File: config.mk
export PLATFORM = sky130hd
export DESIGN_NAME = strhw_msg_block_loader
export DESIGN_NICKNAME = d
export VERILOG_FILES = /design/src/rtl/strhw_msg_block_loader_pkg.sv /design/src/rtl/strhw_beat_insert.sv /design/src/rtl/strhw_msg_block_loader.sv
export SDC_FILE = /design/constraint.sdc
export NUM_CORES = 1
export LEC_CHECK = 0
export BUFFER_PORTS_ARGS = -buffer_cell sky130_fd_sc_hd__buf_2
export CAP_MARGIN = 40
export CORE_AREA = 2 2 233 235
export DETAILED_ROUTE_END_ITERATION = 8
export DIE_AREA = 0 0 235 237
export PLACE_DENSITY = 0.67
export SLEW_MARGIN = 30
export SYNTH_ARGS = -nofsm -noshare
export SYNTH_HDL_FRONTEND = slang
export SYNTH_SLANG_ARGS = --single-unit
File: constraint.sdc
create_clock -name clk_i -period 2.6 [get_ports clk_i]
set_input_delay 0.13 -clock clk_i [delete_from_list [all_inputs] [get_ports clk_i]]
set_output_delay 0.13 -clock clk_i [all_outputs]
set_load 0.01 [all_outputs]
File: src/rtl/strhw_msg_block_loader_pkg.sv
// strhw_msg_block_loader_pkg: shared types and constants for the Streebog message block loader
//   uint512        raw 512-bit block
//   blk_len_t      bit length carried by one block, 0..512
//   loader_state_t loader FSM states
package strhw_msg_block_loader_pkg;
  localparam int STRHW_BLOCK_BITS = 512;
  localparam int STRHW_BLOCK_BYTES = 64;
  typedef logic [STRHW_BLOCK_BITS-1:0] uint512;
  typedef logic [9:0] blk_len_t;
  typedef enum logic [1:0] {FILL, EMIT, EMIT_PAD} loader_state_t;
endpackage

File: src/rtl/strhw_beat_insert.sv
// strhw_beat_insert: writes one LSB-aligned beat into a 512-bit accumulator at a byte offset
//   acc_i     current accumulator
//   beat_i    beat bytes, byte 0 is the first stream byte
//   off_i     byte offset of the beat inside the block
//   nbytes_i  valid bytes in the beat; the rest of the beat window is written 0
//   pad_i     also place the 0x01 pad byte right after the last valid byte
//   acc_o     updated accumulator
module strhw_beat_insert
  import strhw_msg_block_loader_pkg::*;
#(
  parameter int IN_BYTES = 8
) (
  input  uint512                    acc_i,
  input  logic [8*IN_BYTES-1:0]     beat_i,
  input  logic [6:0]                off_i,
  input  logic [3:0]                nbytes_i,
  input  logic                      pad_i,
  output uint512                    acc_o
);
  logic [8*IN_BYTES-1:0] keep;
  logic [6:0] pad_off;
  uint512 win;
  assign keep = ~({(8*IN_BYTES){1'b1}} << {nbytes_i, 3'b000});
  assign pad_off = off_i + {3'b000, nbytes_i};
  assign win = uint512'({(8*IN_BYTES){1'b1}}) << {off_i, 3'b000};
  // Pad byte can fall past the beat window; those bytes are already zero after a block clear.
  assign acc_o = (acc_i & ~win)
               | (uint512'(beat_i & keep) << {off_i, 3'b000})
               | (pad_i ? uint512'(1) << {pad_off, 3'b000} : '0);
endmodule

File: src/rtl/strhw_msg_block_loader.sv
// strhw_msg_block_loader: packs a byte stream into padded 512-bit Streebog blocks with bit lengths
//   clk_i, rst_ni              clock, async active-low reset
//   data_i/valid_i/last_i/nbytes_i/ready_o   input beat stream
//   block_o/len_o/last_o/valid_o/ready_i     output block stream
//   STRHW_LOADER_BSWAP_EN      byte-reverse each beat (big-endian source, nbytes from the MSB end)
module strhw_msg_block_loader
  import strhw_msg_block_loader_pkg::*;
#(
  parameter int IN_BYTES = 8
) (
  input  logic                  clk_i,
  input  logic                  rst_ni,
  input  logic [8*IN_BYTES-1:0] data_i,
  input  logic                  valid_i,
  input  logic                  last_i,
  input  logic [3:0]            nbytes_i,
  output logic                  ready_o,
  output uint512                block_o,
  output blk_len_t              len_o,
  output logic                  last_o,
  output logic                  valid_o,
  input  logic                  ready_i
);
  localparam int WPB = STRHW_BLOCK_BYTES / IN_BYTES;
  loader_state_t state_q, state_d;
  logic [5:0] cnt_q, cnt_d;
  uint512 acc_q, acc_d, ins;
  blk_len_t len_q, len_d;
  logic last_q, last_d;
  logic [8*IN_BYTES-1:0] beat;
  logic [6:0] off, fill_n;
  logic fire, at_end, full, pad;
`ifdef STRHW_LOADER_BSWAP_EN
  for (genvar k = 0; k < IN_BYTES; k++) begin : g_bswap
    assign beat[8*k+:8] = data_i[8*(IN_BYTES-1-k)+:8];
  end
`else
  assign beat = data_i;
`endif
  assign off = 7'(cnt_q * IN_BYTES);
  assign fill_n = off + {3'b000, nbytes_i};
  assign fire = state_q == FILL && valid_i;
  assign at_end = cnt_q == 6'(WPB - 1);
  // A last beat that exactly fills the block leaves no room for the pad byte.
  assign full = at_end && nbytes_i == 4'(IN_BYTES);
  assign pad = fire && last_i && !full;
  strhw_beat_insert #(.IN_BYTES(IN_BYTES)) u_ins (
    .acc_i(acc_q), .beat_i(beat), .off_i(off), .nbytes_i(nbytes_i), .pad_i(pad), .acc_o(ins)
  );
  always_comb begin
    state_d = state_q;
    cnt_d = cnt_q;
    acc_d = acc_q;
    len_d = len_q;
    last_d = last_q;
    if (fire) begin
      acc_d = ins;
      cnt_d = cnt_q + 6'd1;
      if (last_i) begin
        state_d = full ? EMIT_PAD : EMIT;
        len_d = full ? blk_len_t'(STRHW_BLOCK_BITS) : {fill_n, 3'b000};
        last_d = !full;
      end else if (at_end) begin
        state_d = EMIT;
        len_d = blk_len_t'(STRHW_BLOCK_BITS);
        last_d = 1'b0;
      end
    end else if (ready_i && state_q == EMIT) begin
      state_d = FILL;
      cnt_d = '0;
      acc_d = '0;
      len_d = '0;
      last_d = 1'b0;
    end else if (ready_i && state_q == EMIT_PAD) begin
      state_d = EMIT;
      acc_d = uint512'(1);
      len_d = '0;
      last_d = 1'b1;
    end
  end
  always_ff @(posedge clk_i or negedge rst_ni) begin
    if (!rst_ni) begin
      state_q <= FILL;
      cnt_q <= '0;
      acc_q <= '0;
      len_q <= '0;
      last_q <= 1'b0;
    end else begin
      state_q <= state_d;
      cnt_q <= cnt_d;
      acc_q <= acc_d;
      len_q <= len_d;
      last_q <= last_d;
    end
  end
  assign ready_o = state_q == FILL;
  assign valid_o = state_q != FILL;
  assign block_o = acc_q;
  assign len_o = len_q;
  assign last_o = last_q;
  a_nbytes: assert property (@(posedge clk_i) disable iff (!rst_ni)
    valid_i && ready_o |-> nbytes_i <= 4'(IN_BYTES) && (last_i || nbytes_i == 4'(IN_BYTES)));
endmodule

After elaboration in Yosys (flattened, before gate mapping):

Index checks and enable logic that the tools add are counted.

* add/subtract/negate cells: 2
* equality and inequality tests: 5
* shifts and indexed selects: 4
* muxes and demuxes: 23
* bitwise logic cells: 6
* reductions and logical operators: 12

Operator list (number)
* 2-to-1 mux 512 bit: 4
* OR 512 bit: 2
* bitwise AND 512 bit: 1
* inverter 512 bit: 1
* << shifter 1 x 10 -> 512 bit (first input constant): 1
* << shifter 512 x 10 -> 512 bit: 1
* << shifter 64 x 10 -> 512 bit (first input constant): 1
* bitwise AND 64 bit: 1
* inverter 64 bit: 1
* << shifter 64 x 7 -> 64 bit (first input constant): 1
* 2-to-1 mux 10 bit: 6
* 2-to-1 mux 2 bit: 6
* 2-to-1 mux 6 bit: 2
* adder 7 x 4 -> 7 bit: 1
* adder 6 x 1 -> 6 bit (second input constant): 1
* equality test 6 x 3 -> 1 bit (second input constant): 1
* logical AND 1 bit: 6
* 2-to-1 mux 1 bit: 5
* equality test 4 bit (second input constant): 1
* nonzero test 2 bit: 2
* inequality test 3 x 2 -> 1 bit (second input constant): 1
* nonzero test 3 bit: 1
* equality test 2 x 1 -> 1 bit (second input constant): 1
* equality test 2 bit (second input constant): 1
* other kinds (3): 3

* register bits: 531
* output and inout port bits: 525
* logic and storage cells: 57

Depth between registers and ports, before layout:

Gate-level depths: netlist of run 1.

* word-level depth: 7
* depth in mapped cells: 7
* mapped depth without buffers: 6

By module:

A second synthesis of run 1 with hierarchy kept.

* cells, all modules: 3621
* area total of the unflattened synthesis: 33408.3 um2

By module, submodules not included
* strhw_msg_block_loader: times used 1, cells each 1224, area an instance 19114.6 um2, seq. area each 13212.7 um2
* strhw_beat_insert: times used 1, cells each 2397, area an instance 14293.7 um2, seq. area each 0.0 um2

Worst setup path before layout of run 1:

OpenSTA, ideal clock, no wires.

* path type: flip-flop to flip-flop
* start: reg cnt_q[0]
* end: reg acc_q[168], in the netlist block_o[168]
* arrival time: 2083 ps
* data required time: 2474 ps
* slack: 391 ps
* stages on the path, launching flop included: 8
* buffers on the path: 1
* cells stage by stage: dfrtp_1 ha_1 ha_1 and2_1 a31oi_1 nor3_2 buf_2 a221o_1

* longest elaborated chain between the ends: 7

Ends and longest elaborated chain
* start, declared: RTL line strhw_msg_block_loader.sv:26 `logic [5:0] cnt_q, cnt_d;`
* start signal, assigned: RTL line strhw_msg_block_loader.sv:90 `cnt_q <= cnt_d;`
* branches (longest 5 deep; another with << shifter 512 x 10 -> 512 bit)
* OR 512 bit *: RTL line strhw_beat_insert.sv:29 `| (pad_i ? uint512'(1) << {pad_off, 3'b000} : '0);`
* 2-to-1 mux 512 bit *: RTL line strhw_msg_block_loader.sv:56 `if (fire) begin`
* end signal, assigned: RTL line strhw_msg_block_loader.sv:85 `acc_q <= '0;`
* end signal, assigned: RTL line strhw_msg_block_loader.sv:91 `acc_q <= acc_d;`
* end, declared: RTL line strhw_msg_block_loader.sv:27 `uint512 acc_q, acc_d, ins;`

Every way passes the cells marked *.
A chain may end at the register's enable or synchronous reset.

Worst setup path after layout of run 1:

* start: reg cnt_q[0]
* end: reg acc_q[48], in the netlist block_o[48]

The elaborated chain is that of the path after synthesis.

==> flow_summary.yaml, run 1 <==
synth:
  ys.flop_type: "dfrtp_1"
  async_flop_share_pct: 100.0
  syn_area_per_cell_um2: 13.75
  ys_ff_latch: 528
  netlist_area_um2: 19930
  synth-edff-count: 0
  synthCells: 1450
  yosysUniqueCellTypes: 59
  ys_seq_area_share_pct: 66.29
  yosysWarnings: 0
detailed_routing:
  drt_first_pass_iters: 5
  post_drt_wl_per_cell_um: 26.65
  wl_um: 74370
  viasPerCell: 5.834
  drc: 0
  ant_nets: 0
  vias: 16280
  drt_iter0_drc: 1467
setup_path:
  critPathLaunchType: "flop"
  reg2reg_slack_ns: 0.17
  r2r-end: "block_o[48]"
  reg2reg_from: "cnt_q[0]"
  critPathKind: "flop to flop"
  cp_max_fo: 10
  setup.worst_path.end_class: "flop"
  critPathRequiredTime_ns: 3.06
  cp_data_arrival_time_ns: 2.89
  r2r_cells: 8
global_routing:
  grt_pass1_vias: 16590
  grtUsageTotal_pct: 26.12
  antenna_found_initial: 2
  grt-ovfl-total: 0
  grt_max_degree: 102
  grt_first_pass_wirelength_um: 110700
flow_run:
  drv_cap: 0
timing:
  rsz0062_at_grt: "no"
  hold_viol_final: 0
  fin_ws_ns: 0.1703
  slew_headroom_pct: 46.78
  max_freq_ghz: 0.4116
  setup_viol: 0
  drv_slew: 0
  worstMarginPinSlew_ns: 0.7930
  post-route-period-util_pct: 93.45
  fin_crit_ns: 2.430
  tns_ns: 0
  clock_skew_ns: 0.01224
floorplanning:
  fp.dieW_um: 235
  core_area_um2: 53280
  rows: 85
  die_h_um: 237
  io_pins: 598
  start_util_pct: 37.41
  die-area_um2: 55700
finish:
  layout.nets: 2130
  drive_above_1_share_pct: 37.14
  antenna_cells: 0
  syn_to_final_growth_pct: 31.57
  nFillCells: 4654
  regArea_um2: 13210
  multi_input_area_um2: 6294
cts:
  cts_buffers: 54
  cts_num_sinks: 528
  cts_max_level: 2
  cts_root_buffer: "clkbuf_16"
  cts_setup_buffers: 0
  cts_buffer_depth: 3
  cts_tree: "done"
  insertion_delay_ns: 0.59
  cts_resized: 0
  clk_pin_slew_ns: 0.06
placement:
  portBuffers: 594
  pre_cts_slack_ns: 0.2517
  gp_congestion: 0.8758
  dpl.hpwl_um: 50220
hold_path:
  hold_path.class: "primary input to flop"
  hold_depth: 3
  worstHoldStart: "data_i[5]"
  min_to: "block_o[261]"
power_and_ir_drop:
  powerDensity_nw_per_um2: 1000
  power_leakage_nw: 13.44
  irDropWorstVdd_mv: 0.7121
status:
  status: "complete, no violations"
==> flip-flops by register name, summed over array words and instances (netlist names) <==
signal	cells
block_o	512
cnt_q	6
last_o	1
len_o	7
state_q	2
==> critical path: stages, from the launching register on <==
cell and delay, ns:
dfrtp_1 0.40, ha_1 0.24, ha_1 0.23, buf_4 0.15, and2_1 0.15, a31oi_1 0.38, nor3_2 0.16, buf_4 0.22
a221o_1 0.37
==> how the worst max path moves through the flow <==
stage / from / to / depth (start not counted)
3_3_place_gp: cnt_q[0] / block_o[256] / 7
2_1_floorplan: cnt_q[0] / block_o[168] / 7
6_report: cnt_q[0] / block_o[48] / 8
3_5_place_dp: cnt_q[0] / block_o[40] / 8
5_1_grt: cnt_q[0] / block_o[48] / 8
4_1_cts: cnt_q[0] / block_o[48] / 8
==> logic make-up (layout without fill, tap and decap cells) <==
family                     after synthesis  in the layout  share of synthesized area (%)
xor gates and xnor gates                 2              2                        0.08790
AOI/OAI and AO/OA                      552            552                          24.54
muxes                                    4              4                         0.2071
and+or+nand+nor                        221            221                          5.505
buffers and inverters                  134            777                          2.850
other                                    1              3                        0.01881
adders and majority gates                8              8                         0.5022
DFF                                    528            528                          66.29
==> synth_stat cells, types with 8 or more instances <==
library cell	number	area, um^2
buf_2	28	140.1
nand2_1	76	285.3
inv_1	8	30.03
a211o_1	8	70.07
ha_1	8	100.1
o2bb2ai_1	448	3924
nor4_1	8	50.05
nor2_1	73	274.0
a221o_1	57	570.6
buf_1	21	78.83
dfrtp_1	528	13210
clkbuf_1	70	262.8
==> metal layers <==
metal / GRT usage (%) / wire, um
met4: 12.16 / 3602
met1: 34.53 / 29950
met3: 7.170 / 6673
met5: 0 / 13
met2: 40.08 / 34130
==> cells in the final DEF, fill, tap and decap left out, types with 12 or more instances in the layout <==
cell type      count
dfrtp_1          528
o2bb2ai_1        448
nand2_1           76
buf_2            593
clkbuf_16         57
clkbuf_1          12
buf_12            18
dlygate4sd3_1     12
bufinv_16         12
a221o_1           57
nor2_1            73
buf_4             41
==> where the power goes <==
group	leakage (nW)	switching, mW	internal (mW)
combinational	5.21	4.15	2.54
clock	0.974	3.36	5.43
sequential	7.26	0.982	9.75
total	13.4	8.50	17.7
==> layout make-up <==
class / count / share of cell area (%)
clock buffer: 77 / 6.031
clock inverter: 25 / 1.703
inverter: 9 / 0.1288
multi-input combinational: 790 / 24.00
sequential: 528 / 50.38
tap: 696 / 3.321
timing repair buffer: 666 / 14.44
==> timing repair <==
item,4_1_cts,5_1_grt
hold buffers,12,0
endpoints found under the hold margin,92,0
endpoints found under the setup margin,0,0
==> stage by stage <==
step	hold WS (ns)	area, um^2	utilization [%]	cells	total power, mW
global route	0.04320	26230	49.22	2791	27.29
global placement	0.1999	24030	45.11	2674	17.31
floorplan	-0.1656	19940	-	1452	13.94
detailed placement	0.2039	24080	45.19	2677	17.48
CTS	0.004174	26230	49.22	2791	26.34
finish	0.04008	26230	49.22	2791	26.23
Power figures use the tool's default switching activity.
==> run 2, diff against run 1 <==
- REMOVE_ABC_BUFFERS: unset -> 1
==> flow_summary.yaml, run 2 (synthesis gave the netlist of run 1 again) <==
status:
  status: "complete, no violations"
global_routing:
  grt-ovfl-total: 0
  antenna_found_initial: 3
  grt_first_pass_wirelength_um: 112100
  grt_pass1_vias: 17000
  grt_max_degree: 73
  grtUsageTotal_pct: 26.32
floorplanning:
  start_util_pct: 37.41
  rows: 85
  core_area_um2: 53280
  die_h_um: 237
  die-area_um2: 55700
  fp.dieW_um: 235
  io_pins: 598
cts:
  cts_root_buffer: "clkbuf_16"
  cts_tree: "done"
  cts_buffer_depth: 3
  clk_pin_slew_ns: 0.06
  cts_resized: 0
  cts_num_sinks: 528
  cts_max_level: 2
  insertion_delay_ns: 0.59
  cts_buffers: 55
setup_path:
  r2r-end: "block_o[206]"
  critPathKind: "flop to flop"
  critPathRequiredTime_ns: 3.10
  r2r_cells: 5
  reg2reg_from: "state_q[0]"
  cp_max_fo: 34
  reg2reg_slack_ns: 0.23
  cp_data_arrival_time_ns: 2.87
  critPathLaunchType: "flop"
  setup.worst_path.end_class: "flop"
hold_path:
  worstHoldStart: "data_i[7]"
  hold_depth: 3
  hold_path.class: "primary input to flop"
  min_to: "block_o[135]"
finish:
  layout.cells.most_common: "buf_2"
  final_cell_area_um2: 26420
  final_cell_mix: "buf_2 (593), dfrtp_1 (528), o2bb2ai_1 (448)"
  multi_input_area_um2: 6281
  regArea_um2: 13210
  syn_to_final_growth_pct: 32.54
  finalNonFillerCells: 2831
  layout.nets: 2174
  nFillCells: 4659
  largest_reg_flops: 512
  drive_above_1_share_pct: 36.29
timing:
  post-route-period-util_pct: 91.30
  rsz0062_at_grt: "no"
  slew_headroom_pct: 50.21
  tns_ns: 0
  setup_viol: 0
  hold_viol_final: 0
  drv_slew: 0
  max_freq_ghz: 0.4213
  worstMarginPinSlew_ns: 0.7469
  clock_skew_ns: 0.01287
  fin_crit_ns: 2.374
placement:
  portBuffers: 594
  dpl.hpwl_um: 48760
  placed_cell_area_um2: 24200
  gp_congestion: 0.9245
  placed_cells: 2684
power_and_ir_drop:
  p_sw_share_pct: 33.70
  switchingPower_mw: 8.565
  power_mw: 25.41
  pwr-share-clk_pct: 30.6
  p_seq_share_pct: 42.1
  power_leakage_nw: 13.54
  p_int_mw: 16.85
  power_frac_comb_pct: 27.4
  powerDensity_nw_per_um2: 961.9
  irDropWorstVdd_mv: 0.5348
detailed_routing:
  post_drt_wl_per_cell_um: 26.57
  ant_nets: 0
  drc: 0
  viasPerCell: 5.842
  wl_um: 75220
  drt_iter0_drc: 1412
  drt_first_pass_iters: 5
  vias: 16540
flow_run:
  drv_cap: 0
## run 2: cell types whose count changed in the layout (fill, tap and decap cells not counted), sizes merged, moves of 3 or more
cell	delta
dlygate4sd3	+35
bufinv	-8
clkbuf	+3
buf	+8
clkinvlp	-4
## run 2: per-layer routing
layer / part of all wire (%) / global-route usage [%] / vias up
li1: - / - / 6881
met3: 8.1 / 5.199 / 213
met2: 47 / 41.57 / 950
met1: 40 / 35.18 / 8494
met4: 4.4 / 12.04 / 2
met5: 0.019 / 0 / -
## run 2: layout make-up
cell class                      instances  area share, %
Sequential cell                       528          50.01
Multi-Input combinational cell        790          23.77
Timing Repair Buffer                  709          16.20
Clock buffer                           80          5.792
Tap cell                              696          3.296
Clock inverter                         17         0.7767
Inverter                                9         0.1279
Antenna cell                            2        0.01894
## run 2: repair_timing
action,in CTS,in global routing
buffers inserted,0,0
hold endpoints to repair,364,0
hold buffers,47,0
## run 2: worst max-delay path by stage
stage,to,from,depth (start not counted)
6_report,block_o[206],state_q[0],5
3_3_place_gp,block_o[32],cnt_q[0],7
5_1_grt,block_o[40],cnt_q[0],8
4_1_cts,block_o[209],state_q[0],5
2_1_floorplan,block_o[192],state_q[0],4
3_5_place_dp,block_o[237],state_q[0],5
## run 2: stage by stage
stage	setup slack [ns]	util (%)	hold WS, ns
after global routing	0.1804	49.58	0.03851
after detailed placement	0.2947	45.42	0.2079
after global placement	0.1038	45.40	0.2075
after CTS	0.2799	49.56	0.001489
final	0.2263	49.58	0.02947
after floorplan	-0.6477	-	-0.1656
## run 2: power groups by stage
stage | registers (mW) | clock network, mW | logic (mW)
floorplan | 11.4 | 0 | 2.31
CTS | 10.7 | 7.87 | 6.93
global route | 10.8 | 8.22 | 7.31
finish | 10.7 | 7.77 | 6.95
global placement | 10.7 | 0 | 6.73
detailed placement | 10.7 | 0 | 6.88
## run 2: critical path, cell delays in order (launching register included)
cell,delay (ns)
dfrtp_1,0.53
nand3b_1,0.29
o21ai_1,0.22
a31oi_4,0.43
buf_4,0.57
o2bb2ai_1,0.19
